[config.mk]
export PLATFORM = sky130hd
export DESIGN_NAME = divider_sequencer
export DESIGN_NICKNAME = d
export VERILOG_FILES = /design/src/rtl/divider_sequencer.sv
export SDC_FILE = /design/constraint.sdc
export NUM_CORES = 1
export LEC_CHECK = 0
export ABC_CLOCK_PERIOD_IN_PS = 4120
export BUFFER_PORTS_ARGS = -buffer_cell sky130_fd_sc_hd__buf_2
export CORE_MARGIN = 8
export CORE_UTILIZATION = 55
export CTS_BUF_LIST = sky130_fd_sc_hd__clkbuf_4
export CTS_CLUSTER_SIZE = 28
export DETAILED_ROUTE_END_ITERATION = 8
export PLACE_DENSITY = 0.81
export SLEW_MARGIN = 40
export SYNTH_ARGS = -nofsm -noshare
export SYNTH_HDL_FRONTEND = slang
export SYNTH_SLANG_ARGS = --single-unit
export TNS_END_PERCENT = 50
[constraint.sdc]
create_clock -name clk -period 4.12 [get_ports clk]
set_clock_uncertainty 0.2 [all_clocks]
set_input_delay 0.206 -clock clk [delete_from_list [all_inputs] [get_ports clk]]
set_output_delay 0.206 -clock clk [all_outputs]
set_load 0.03 [all_outputs]
[src/rtl/divider_sequencer.sv]
// Control FSM for the unsigned restoring divider: LOAD, WIDTH shift/subtract steps, ADJUST, DONE.
// Optional divide-by-zero short-cut is enabled with `define DIV_BY_ZERO_DETECT_EN.
module divider_sequencer #(
    parameter int WIDTH = 32,
    parameter int CNT_W = 6
) (
    input  logic             clk,
    input  logic             rst,
    input  logic             run,
    input  logic             divisor_zero,
    output logic             w_ctrl_reg1,
    output logic             w_ctrl_reg2,
    output logic             SLL_ctrl,
    output logic             SRL_ctrl,
    output logic             busy,
    output logic             rdy,
    output logic [CNT_W-1:0] iter_cnt
`ifdef DIV_BY_ZERO_DETECT_EN
    ,
    output logic             div_zero
`endif
);

    typedef enum logic [2:0] {
        S_IDLE,
        S_LOAD,
        S_SHIFT,
        S_ADJUST,
        S_DONE
    } state_t;

    localparam logic [CNT_W-1:0] CNT_LAST = CNT_W'(WIDTH - 1);
    localparam logic [CNT_W-1:0] CNT_FULL = CNT_W'(WIDTH);

    state_t           state_q, state_d;
    logic [CNT_W-1:0] cnt_q, cnt_d;

`ifndef DIV_BY_ZERO_DETECT_EN
    logic unused_divisor_zero;
    assign unused_divisor_zero = divisor_zero;
`endif

    always_comb begin
        state_d = state_q;
        cnt_d   = cnt_q;
        unique case (state_q)
            S_IDLE: begin
                if (run) begin
                    state_d = S_LOAD;
                    cnt_d   = '0;
                end
            end
            S_LOAD: begin
                state_d = S_SHIFT;
`ifdef DIV_BY_ZERO_DETECT_EN
                if (divisor_zero) state_d = S_DONE;
`endif
            end
            S_SHIFT: begin
                if (cnt_q != CNT_FULL) cnt_d = cnt_q + 1'b1;
                if (cnt_q >= CNT_LAST) state_d = S_ADJUST;
            end
            S_ADJUST: state_d = S_DONE;
            S_DONE: begin
                if (!run) begin
                    state_d = S_IDLE;
                    cnt_d   = '0;
                end
            end
            default: begin
                state_d = S_IDLE;
                cnt_d   = '0;
            end
        endcase
    end

    // Outputs are decoded from the next state so they are registered yet still
    // line up with the state register on every edge.
    always_ff @(posedge clk or posedge rst) begin
        if (rst) begin
            state_q     <= S_IDLE;
            cnt_q       <= '0;
            w_ctrl_reg1 <= 1'b0;
            w_ctrl_reg2 <= 1'b0;
            SLL_ctrl    <= 1'b0;
            SRL_ctrl    <= 1'b0;
            busy        <= 1'b0;
            rdy         <= 1'b0;
`ifdef DIV_BY_ZERO_DETECT_EN
            div_zero    <= 1'b0;
`endif
        end else begin
            state_q     <= state_d;
            cnt_q       <= cnt_d;
            w_ctrl_reg1 <= (state_d == S_LOAD);
            w_ctrl_reg2 <= (state_d == S_LOAD);
            SLL_ctrl    <= (state_d == S_SHIFT);
            SRL_ctrl    <= (state_d == S_ADJUST);
            busy        <= (state_d == S_LOAD) || (state_d == S_SHIFT) || (state_d == S_ADJUST);
            rdy         <= (state_d == S_DONE);
`ifdef DIV_BY_ZERO_DETECT_EN
            if (state_q == S_IDLE && state_d == S_LOAD) div_zero <= 1'b0;
            else if (state_q == S_LOAD && state_d == S_DONE) div_zero <= 1'b1;
`endif
        end
    end

    assign iter_cnt = cnt_q;

endmodule

## Word level (Yosys, flattened, before mapping)

Cells that the tools add are included.

- Add/subtract/negate cells: 1
- $lt $le $gt $ge: 1
- Eq/ne operators: 12
- Muxes and demuxes: 8
- Bitwise operators: 1
- Reduce and logical (&&, ||, !) cells: 5

Operators with widths:

| operator | number |
|---|---|
| 6-bit one-hot mux with 4 select lines | 1 |
| 6-bit two-way mux | 3 |
| 3-bit one-hot mux with 5 select lines | 1 |
| 3-bit by 2-bit equality test with 1-bit output, second input constant | 4 |
| 3-bit two-way mux | 3 |
| 6-bit by 1-bit adder with 6-bit output, second input constant | 1 |
| 3-bit by 1-bit equality test with 1-bit output, second input constant | 2 |
| 3-bit equality test, second input constant | 2 |
| 6-bit by 5-bit greater-or-equal comparator with 1-bit output, second input constant | 1 |
| 2-bit != test, second input constant | 3 |
| 6-bit != test, second input constant | 1 |
| 4-bit AND reduction | 1 |
| 3-bit zero test | 1 |
| 1-bit logical OR | 2 |
| 2-bit OR reduction | 1 |
| 1-bit NOT | 1 |

- Bits in registers: 14
- Bits of input ports: 4

## Logic depth before layout (Yosys ltp)

- Depth after elaboration: 6
- Gate-level depth with buffers: 5
- Mapped depth without buffers: 5

## Worst setup path before layout

OpenSTA, ideal clock, no wires.

- Path kind: reg2reg
- Start: reg cnt_q[0] (netlist: iter_cnt[0])
- End: reg cnt_q[2] (netlist: iter_cnt[2])
- Setup time: 134 ps
- Arrival time: 1,546 ps
- Path slack: 2,240 ps
- Cell stages (with the launch flop): 6
- Cells stage by stage: dfrtp_1 > inv_1 > ha_1 > or4b_1 > o2111ai_1 > o211ai_1

- Longest elaborated chain between the ends: 3

Ends and longest elaborated chain:

| what | RTL line | RTL |
|---|---|---|
| start, declared | 36 | `logic [CNT_W-1:0] cnt_q, cnt_d;` |
| start signal, assigned | 94 | `cnt_q <= cnt_d;` |
| 6-bit by 1-bit adder with 6-bit output / 6-bit != test (equally long branches) | 60 | `if (cnt_q != CNT_FULL) cnt_d = cnt_q + 1'b1;` |
| 6-bit two-way mux / 2-bit != test (equally long branches) | - |  |
| 6-bit one-hot mux with 4 select lines / 4-bit AND reduction (equally long branches) | - |  |

Several ways; a longest one is shown, not always the timed one. The select of a mux whose other input is x is not followed.
A chain may end at the register's enable or synchronous reset.

## Final worst setup path

Ends and elaborated chain as after synthesis.

==> flow_metrics.py <==
metrics = {
    "critical_path": {
        "r2r_cells": 5,
        "cp.required_ns": 4.07,
        "r2r_setup_slack_ns": 2.26,
        "crit_end": "iter_cnt[2]",
        "crit_arrival_ns": 1.80,
        "critPathKind": "flip-flop to flip-flop",
        "critPathLaunchType": "flip-flop",
        "cp-end-kind": "flip-flop",
        "reg2reg_to": "iter_cnt[2]",
        "crit_fanout": 6,
        "regToRegStartpoint": "iter_cnt[0]",
        "critPathLaunch": "iter_cnt[0]",
    },
    "routing": {
        "num_vias": 596,
        "drc": 0,
        "wirelength_mm": 1.41,
        "highest_layer": "met3",
        "routedWlPerCell_um": 13.9,
        "drt_iter0_drc": 33,
        "postRouteAntennaNets": 0,
        "met3_length_um": 132,
        "drt-met1-wl_um": 599,
        "drt-pass1-iter-count": 4,
        "met2_length_um": 673,
        "vias_per_cell": 5.90,
    },
    "final_layout": {
        "post-route-cell-area_um2": 840,
        "fillers": 112,
        "multi_input_area_um2": 328,
        "fin_util_pct": 65.3,
        "diodes": 0,
        "regArea_um2": 350,
        "layout-drive-gt1-share_pct": 25.6,
        "final_nets": 93,
        "area_growth_pct": 13.5,
    },
    "clock_network": {
        "cts_tree": "built",
        "htreeDepth": 1,
        "ctsRootBufferMaster": "clkbuf_4",
        "cts_made_buffers": 3,
        "clk_pin_slew_ns": 0.08,
        "clock_path_buffers": 2,
        "cts_resized": 0,
        "clkLatencyLatePin_ns": 0.28,
        "cts.sinks": 14,
        "post_cts_buffers": 0,
        "hold_buffers": 1,
    },
    "timing": {
        "worstMarginPinSlew_ns": 0.520,
        "rsz0062_at_grt": "false",
        "fmax_mhz": 539,
        "fin_tns_setup_ns": 0,
        "slew_headroom_pct": 65.3,
        "slew_viol_final": 0,
        "min_period_over_period_pct": 45.0,
        "finalSetupViolCount": 0,
        "fin_crit_ns": 1.86,
        "hold_viol_final": 0,
    },
    "pwr": {
        "power_density_mw_per_mm2": 674,
        "netSwitchingFraction_pct": 45.4,
        "p_comb_share_pct": 45.9,
        "peakVddDrop_mv": 0.449,
        "seqPwrFrac_pct": 40.9,
        "p_int_uw": 309,
        "leakagePower_nw": 0.395,
        "power_frac_clock_pct": 13.2,
        "p_sw_uw": 257,
    },
    "synth": {
        "yosys.cell_types.count": 32,
        "synth_edf_count": 0,
        "async_flop_share_pct": 100,
        "synth_top_area_share_pct": 47.4,
        "syn_area_per_cell_um2": 10.6,
        "synth_top_area_cell": "dfrtp_1",
        "synth_top_flop_cell": "dfrtp_1",
        "ys_seq_area_share_pct": 47.4,
        "synth-seq-cells": 14,
        "yosysWarnings": 0,
        "synth_most_common_cell": "dfrtp_1",
        "syn_area_um2": 739,
        "yosys-top-cells-area": "dfrtp_1, o211ai_1, inv_1",
        "synth_commonest_cells": "dfrtp_1, inv_1, o211ai_1, nand2_1, nand3_1",
        "netlist_instances": 70,
        "syn_nets": 76,
    },
    "die": {
        "core.rowCount": 13,
        "die_y_um": 52.7,
        "core_area_mm2": 0.00128,
        "die_w_um": 52.7,
        "start_util_pct": 57.5,
        "io_pins": 16,
        "die-area_mm2": 0.00277,
    },
    "flow_run": {
        "timing.max_cap.violations": 0,
    },
    "global_routing": {
        "grt_usage_pct": 11.6,
        "grt-ovfl-total": 0,
        "antenna_found_initial": 0,
        "grt_start_max_net_pins": 15,
        "grt_pass1_wl_mm": 2.44,
        "first_global_vias": 563,
    },
    "placed_design": {
        "placed_cell_area_um2": 793,
        "hpwl_mm": 1.04,
        "gp_congestion": 0.859,
        "io_buffers": 14,
    },
    "worst_hold_path": {
        "hold_path_class": "input pin to async pin",
    },
    "run_status": {
        "status": "finished, final reports clean",
    },
}
==> critical path: stages, from the launching register on <==
cell and delay [ns]:
dfrtp_1 0.44, inv_1 0.12, ha_1 0.16, or4b_1 0.49
o2111ai_1 0.20, o211ai_1 0.11
==> registers in the layout, summed over array words and instances (netlist names) <==
name and flops:
SLL_ctrl 1, SRL_ctrl 1, busy 1, iter_cnt 6, rdy 1, state_q 3, w_ctrl_reg2 1
==> worst min-delay path by stage <==
stage / end / slack (ns)
after floorplan: SLL_ctrl / -0.10
after global placement: iter_cnt[5] / 0.05
after detailed placement: iter_cnt[0] / 0.06
after CTS: w_ctrl_reg2 / 0.008
after global routing: iter_cnt[1] / 0.35
final: iter_cnt[0] / 0.30
==> through the flow <==
stage                     setup slack, ns  instances  hold WS, ns  total power, mW
after floorplan                      2.24         70       -0.105            0.449
after global placement               2.30         95       0.0517            0.484
after detailed placement             2.27         95       0.0571            0.491
after CTS                            2.25        100      0.00800            0.569
after global routing                 2.11        101        0.352            0.613
final                                2.26        101        0.297            0.566
==> per-layer routing <==
layer / up-vias / GRT usage, %
li1: 287 / -
met1: 283 / 13.5
met2: 26 / 18.8
met3: 0 / 6.53
met4: 0 / 1.29
met5: - / 0
==> power groups by stage <==
stage               clock (mW)  combinational [mW]  sequential [mW]
floorplan                    0               0.185            0.264
global placement             0               0.254            0.231
detailed placement           0               0.258            0.233
CTS                     0.0771               0.262            0.230
global route            0.0866               0.287            0.240
finish                  0.0746               0.260            0.232
==> cell usage in the layout, fill, tap and decap left out, types with 2 or more instances in the layout <==
cell type	count
buf_2	14
clkbuf_4	3
dfrtp_1	14
dlygate4sd3_1	2
ha_1	2
inv_1	7
nand2_1	4
nand3_1	4
nand4_1	2
nor2_1	2
o211ai_1	6
o21ai_0	2
o22ai_1	3
xnor2_1	2
==> cells by family after synthesis <==
family                   after synthesis  synth area share [%]
buffers and inverters                 11                  8.29
flip-flops                            14                  47.4
XOR/XNOR                               2                  2.37
AO/OA/AOI/OAI                         19                  19.6
adder cells (fa/ha/maj)                2                  3.38
AND/OR/NAND/NOR                       22                  19.0
==> cell type report <==
cell class	count	area share, %
clock buffer	3	2.68
clock inverter	1	0.447
inverter	7	3.13
multi-input combinational	45	39.0
sequential	14	41.7
tap	15	2.24
timing repair buffer	16	10.7
No activity file was read; power rests on OpenSTA's default activity.
